$ cat src/rtl/uart_arb_pkg.sv
// Shared types and constants for the UART transmit arbiter.
// Optional feature macro: ARB_TIMEOUT_EN (grantee stall timeout).
package uart_arb_pkg;

  typedef enum logic {
    IDLE  = 1'b0,
    GRANT = 1'b1
  } arb_state_t;

  localparam int N_REQ_MAX    = 8;
  localparam int CLK_HZ       = 50_000_000;
  localparam int BAUD_RATE    = 115_200;
  localparam int CLKS_PER_BIT = 434;

  // Index width that stays legal for a single requester.
  function automatic int idx_width(input int n);
    return (n > 1) ? $clog2(n) : 1;
  endfunction

endpackage

$ cat src/rtl/uart_tx_arbiter_picker.sv
// Rotated priority encoder: the search starts at ptr and wraps, returning the
// first set request as one-hot plus its index.
module rr_priority_picker #(
  parameter int N     = 2,
  parameter int IDX_W = 1
) (
  input  logic [N-1:0]     req,
  input  logic [IDX_W-1:0] ptr,
  output logic [N-1:0]     onehot,
  output logic [IDX_W-1:0] idx,
  output logic             any
);

  // Walk the requests from ptr upward; the first hit wins.
  always_comb begin
    onehot = '0;
    idx    = '0;
    any    = 1'b0;
    for (int k = 0; k < N; k++) begin
      if (!any && req[(int'(ptr) + k) % N]) begin
        any                        = 1'b1;
        onehot[(int'(ptr) + k) % N] = 1'b1;
        idx                        = IDX_W'((int'(ptr) + k) % N);
      end
    end
  end

endmodule

$ cat src/rtl/uart_tx_arbiter.sv
// Packet arbiter in front of a UART transmitter: one requester owns the
// byte stream until its last byte, chosen round-robin. One-entry output
// register decouples the grantee from tx_ready.
// Optional feature macro: ARB_TIMEOUT_EN (drop a grantee that stalls for
// TIMEOUT_CYCLES cycles, pulse timeout_pulse).
module uart_tx_arbiter
  import uart_arb_pkg::*;
#(
  parameter int N_REQ          = 2,
  parameter int TIMEOUT_CYCLES = 50000
) (
  input  logic               clk,
  input  logic               rst,
  input  logic [N_REQ*8-1:0] req_data,
  input  logic [N_REQ-1:0]   req_valid,
  input  logic [N_REQ-1:0]   req_last,
  output logic [N_REQ-1:0]   req_ready,
  output logic [7:0]         tx_data,
  output logic               tx_valid,
  input  logic               tx_ready,
  output logic [N_REQ-1:0]   grant,
  output logic               busy,
  output logic               timeout_pulse
);

  localparam int IDX_W = idx_width(N_REQ);

  arb_state_t       state, state_nxt;
  logic [IDX_W-1:0] rr_ptr;
  logic [N_REQ-1:0] pick_oh;
  logic [IDX_W-1:0] pick_idx;
  logic             pick_any;
  logic             out_free;
  logic             accept;
  logic [7:0]       own_data;
  logic             own_valid;
  logic             own_last;
  logic             pkt_done;
  logic             timeout_hit;

  rr_priority_picker #(.N(N_REQ), .IDX_W(IDX_W)) u_picker (
    .req    (req_valid),
    .ptr    (rr_ptr),
    .onehot (pick_oh),
    .idx    (pick_idx),
    .any    (pick_any)
  );

  // Output register can take a byte when empty or being drained this cycle.
  assign out_free = !tx_valid || tx_ready;

  for (genvar i = 0; i < N_REQ; i++) begin : g_lane
    assign req_ready[i] = (state == GRANT) && grant[i] && out_free;
  end

  // Select the owner's byte and flags through the one-hot grant.
  always_comb begin
    own_data = '0;
    for (int i = 0; i < N_REQ; i++)
      if (grant[i]) own_data = own_data | req_data[i*8 +: 8];
  end

  assign own_valid = |(req_valid & grant);
  assign own_last  = |(req_last & grant);
  assign accept    = |(req_valid & req_ready);
  assign pkt_done  = accept && own_last;
  assign busy      = (state == GRANT) || tx_valid;

`ifdef ARB_TIMEOUT_EN
  localparam int CNT_W = $clog2(TIMEOUT_CYCLES + 1);
  logic [CNT_W-1:0] stall_cnt;

  // Fires in the stall cycle that brings the count to TIMEOUT_CYCLES.
  assign timeout_hit = (state == GRANT) && !own_valid &&
                       (stall_cnt == CNT_W'(TIMEOUT_CYCLES - 1));

  // Count consecutive idle cycles of the grantee; restart per grant/byte.
  always_ff @(posedge clk) begin
    if (rst) begin
      stall_cnt     <= '0;
      timeout_pulse <= 1'b0;
    end else begin
      timeout_pulse <= timeout_hit;
      if (state == IDLE || accept || timeout_hit)
        stall_cnt <= '0;
      else if (!own_valid)
        stall_cnt <= stall_cnt + 1'b1;
    end
  end
`else
  // Without the stall timeout a grant lasts until the last byte.
  assign timeout_hit   = 1'b0;
  assign timeout_pulse = 1'b0;

  // The limit only matters with the timeout; sink it so it reads as used.
  logic unused_timeout_cfg;
  assign unused_timeout_cfg = ^TIMEOUT_CYCLES;
`endif

  // State register.
  always_ff @(posedge clk) begin
    if (rst) state <= IDLE;
    else     state <= state_nxt;
  end

  // Next state: claim on any request, release on last byte or timeout.
  always_comb begin
    state_nxt = state;
    case (state)
      IDLE:    if (pick_any) state_nxt = GRANT;
      GRANT:   if (pkt_done || timeout_hit) state_nxt = IDLE;
      default: state_nxt = IDLE;
    endcase
  end

  // Grant and round-robin pointer; pointer moves past each new owner so a
  // timed-out owner is already skipped on the next arbitration.
  always_ff @(posedge clk) begin
    if (rst) begin
      grant  <= '0;
      rr_ptr <= '0;
    end else if (state == IDLE && pick_any) begin
      grant  <= pick_oh;
      rr_ptr <= (pick_idx == IDX_W'(N_REQ - 1)) ? '0 : pick_idx + 1'b1;
    end else if (state == GRANT && (pkt_done || timeout_hit)) begin
      grant  <= '0;
    end
  end

  // One-entry output register toward the UART.
  always_ff @(posedge clk) begin
    if (rst) begin
      tx_data  <= 8'h00;
      tx_valid <= 1'b0;
    end else if (accept) begin
      tx_data  <= own_data;
      tx_valid <= 1'b1;
    end else if (tx_ready) begin
      tx_valid <= 1'b0;
    end
  end

endmodule

$ cat config.mk
export PLATFORM = sky130hd
export DESIGN_NAME = uart_tx_arbiter
export DESIGN_NICKNAME = d
export VERILOG_FILES = /design/src/rtl/uart_arb_pkg.sv /design/src/rtl/uart_tx_arbiter_picker.sv /design/src/rtl/uart_tx_arbiter.sv
export SDC_FILE = /design/constraint.sdc
export NUM_CORES = 1
export LEC_CHECK = 0
export BUFFER_PORTS_ARGS = -buffer_cell sky130_fd_sc_hd__buf_2
export CAP_MARGIN = 10
export CORE_MARGIN = 2
export CORE_UTILIZATION = 30
export CTS_CLUSTER_SIZE = 12
export DETAILED_ROUTE_END_ITERATION = 10
export SLEW_MARGIN = 20
export SYNTH_ARGS = -nofsm -noshare
export SYNTH_HDL_FRONTEND = slang
export SYNTH_SLANG_ARGS = --single-unit
export TNS_END_PERCENT = 5
$ cat constraint.sdc
create_clock -name clk -period 1.92 [get_ports clk]
set_input_delay 0.576 -clock clk [delete_from_list [all_inputs] [get_ports clk]]
set_output_delay 0.576 -clock clk [all_outputs]
set_load 0.01 [all_outputs]
==> impl_metrics.yaml <==
run_status:
  status: "complete, no violations"
cells_and_area:
  areaGrowthSynthToFinish_pct: 32.5
  fin_nets: 135
  drive_above_1_share_pct: 43.2
  fillers: 228
  diodes: 0
  final_util_pct: 41.6
  final_cells: 139
floorplan:
  initial_core_util_pct: 31.4
  dieArea_um2: 2690
  placementRows: 17
  num_io_pins: 38
  die_x_um: 51.9
  coreArea_um2: 2190
  die_h_um: 51.9
clocking:
  cts_made_buffers: 3
  ctsResizeCount: 0
  clk_path_buf_depth: 2
  insertion_delay_ns: 0.27
  hold_buffers: 0
  clk_pin_slew_worst_paths_ns: 0.08
  root_buffer: "clkbuf_4"
  htree_levels: 1
  tritoncts: "yes"
  cts_sinks: 13
  cts_setup_buffers: 0
pwr:
  p_leak_nw: 0.413
  ir_worst_vdd_mv: 0.309
  power_density_nw_per_um2: 659
yosys:
  synthFlopType: "dfxtp_1"
  synth_fp_nets: 99
  async_flop_share_pct: 0
  yosys_warnings: 0
  synth_top_area_cell: "dfxtp_1"
  synth_area_um2: 688
  synthDistinctLibCells: 26
  syn_inst: 76
  synth_area_leaders: "dfxtp_1 38%, and4_1 8.9%, a22oi_1 8.7%"
  synth_edf_count: 0
  synth_area_per_cell_um2: 9.05
  synth_most_common_cell: "dfxtp_1"
  yosys_register_bits: 13
  synthTopCellsByCount: "13 x dfxtp_1, 8 x a22oi_1, 8 x a31oi_1, 8 x nor3_1, 7 x and4_1"
  ys_seq_area_share_pct: 37.8
  synth_top_area_share_pct: 37.8
detailed_routing:
  wl_per_cell_um: 13.0
  dr.max_layer_used: "met4"
  dr.first_iter.drc_count: 6
  vias: 741
  route.met2.wl_um: 770
  dr.pass1.iters: 3
  viasPerCell: 5.33
  antenna_left: 0
  wl_met3_um: 132
  met1Wirelength_um: 889
  wl_mm: 1.81
  drc: 0
job:
  cap_violations: 0
sta:
  setup_tns_ns: 0
  fin_skew_ns: 0.00169
  rsz0062_at_grt: "false"
  setup_violations: 0
  finalHoldViolations: 0
  slew_viol_final: 0
  timing.fmax_mhz: 553
  post-route-period-util_pct: 94.2
  min_period_ns: 1.81
placement:
  portBuffers: 36
  dpl.cell_count: 135
  gp_congestion: 0.688
  dp.final_hpwl_mm: 1.28
global_routing:
  antenna_found_initial: 0
  grt_pass1_wl_mm: 2.81
  grt_overflow_total: 0
  grt_pass1_vias: 663
  track_usage_pct: 13.7
  grt_max_degree: 23
critical_path:
  cp_max_fo: 13
  startpoint_type: "flip-flop"
  worst-setup-path-type: "flip-flop to output pin"
  arrival_ns: 1.23
  crit_chain: "and3_1 -> buf_2"
  worstSetupEndpointType: "output pin"
  crit_family: "flip-flops"
  path_buf_inv: 1
  critPathSlowestCell: "dfxtp_1"
  cp_slowest_stage_delay_ns: 0.61
  worstPathRequired_ns: 1.34
min_path:
  hp-class: "flip-flop to flip-flop"
## through the flow
| stage | hold WS [ns] | area [um^2] | power (mW) | setup WS (ns) |
|---|---|---|---|---|
| final | 0.516 | 912 | 0.601 | 0.111 |
| after global routing | 0.560 | 912 | 0.635 | 0.0230 |
| after CTS | 0.516 | 912 | 0.609 | 0.0912 |
| after detailed placement | 0.502 | 886 | 0.439 | 0.180 |
| after global placement | 0.491 | 886 | 0.435 | 0.205 |
| after floorplan | 0.472 | 688 | 0.386 | 0.160 |
## registers in the layout (all words and copies together), names as in the netlist, named ones only
| signal | count |
|---|---|
| grant | 2 |
| state | 1 |
| tx_data | 8 |
| tx_valid | 1 |
## cell usage in the layout (no fill, tap or decap), drive strengths merged
master and n:
nand4 1, and4 8, a31oi 8, buf 40, o311a 1, a22oi 8
dfxtp 13, or2 2, nor3 9, a211oi 1, a311oi 1, clkbuf 4
a21oi 3, nand3 1, a22o 2, a32o 2, inv 2, nor2b 1
nand2b 1, and3 2, conb 1
## worst paths after layout
kind | from | end | slack (ns) | cells after the start
max | grant[0]$_SDFFE_PP0P_ | req_ready[0] | 0.11 | 2
min | flip-flop | flip-flop | 0.52 | 1
max reg2reg | grant[0]$_SDFFE_PP0P_ | grant[0]$_SDFFE_PP0P_ | 0.43 | 3
min reg2reg | flip-flop | flip-flop | 0.52 | 1
## logic make-up (layout without fill, tap and decap cells)
logic type	Yosys count	after routing	synth area share (%)
AO/OA/AOI/OAI	26	26	28.7
buffers and inverters	11	46	8.00
flip-flops	13	13	37.8
other	1	1	0.545
AND/OR/NAND/NOR	25	25	24.9
## area by class of cell
| type | instances | area [um^2] | area share (%) |
|---|---|---|---|
| Multi-Input combinational cell | 52 | 373 | 40.9 |
| Clock buffer | 4 | 26.3 | 2.88 |
| Timing Repair Buffer | 40 | 210 | 23.0 |
| Inverter | 2 | 7.51 | 0.823 |
| Sequential cell | 13 | 260 | 28.5 |
| Tap cell | 28 | 35.0 | 3.84 |
## worst register-to-register path: stages, from the launching register on
cell     delay [ns]
dfxtp_1        0.61
a22o_4         0.31
nand4_1        0.18
a32o_1         0.29
## report_power, final
part,switching (mW),internal (mW)
clock network,0.0897,0.0805
logic,0.0647,0.0644
registers,0.0171,0.285
total,0.172,0.430
## per-layer routing
metal  track usage [%]  up-vias
met3              2.59        2
li1                  -      371
met4              5.26        0
met5                 0        -
met1              17.3      340
met2              23.0       28
No activity file was read; power rests on OpenSTA's default activity.
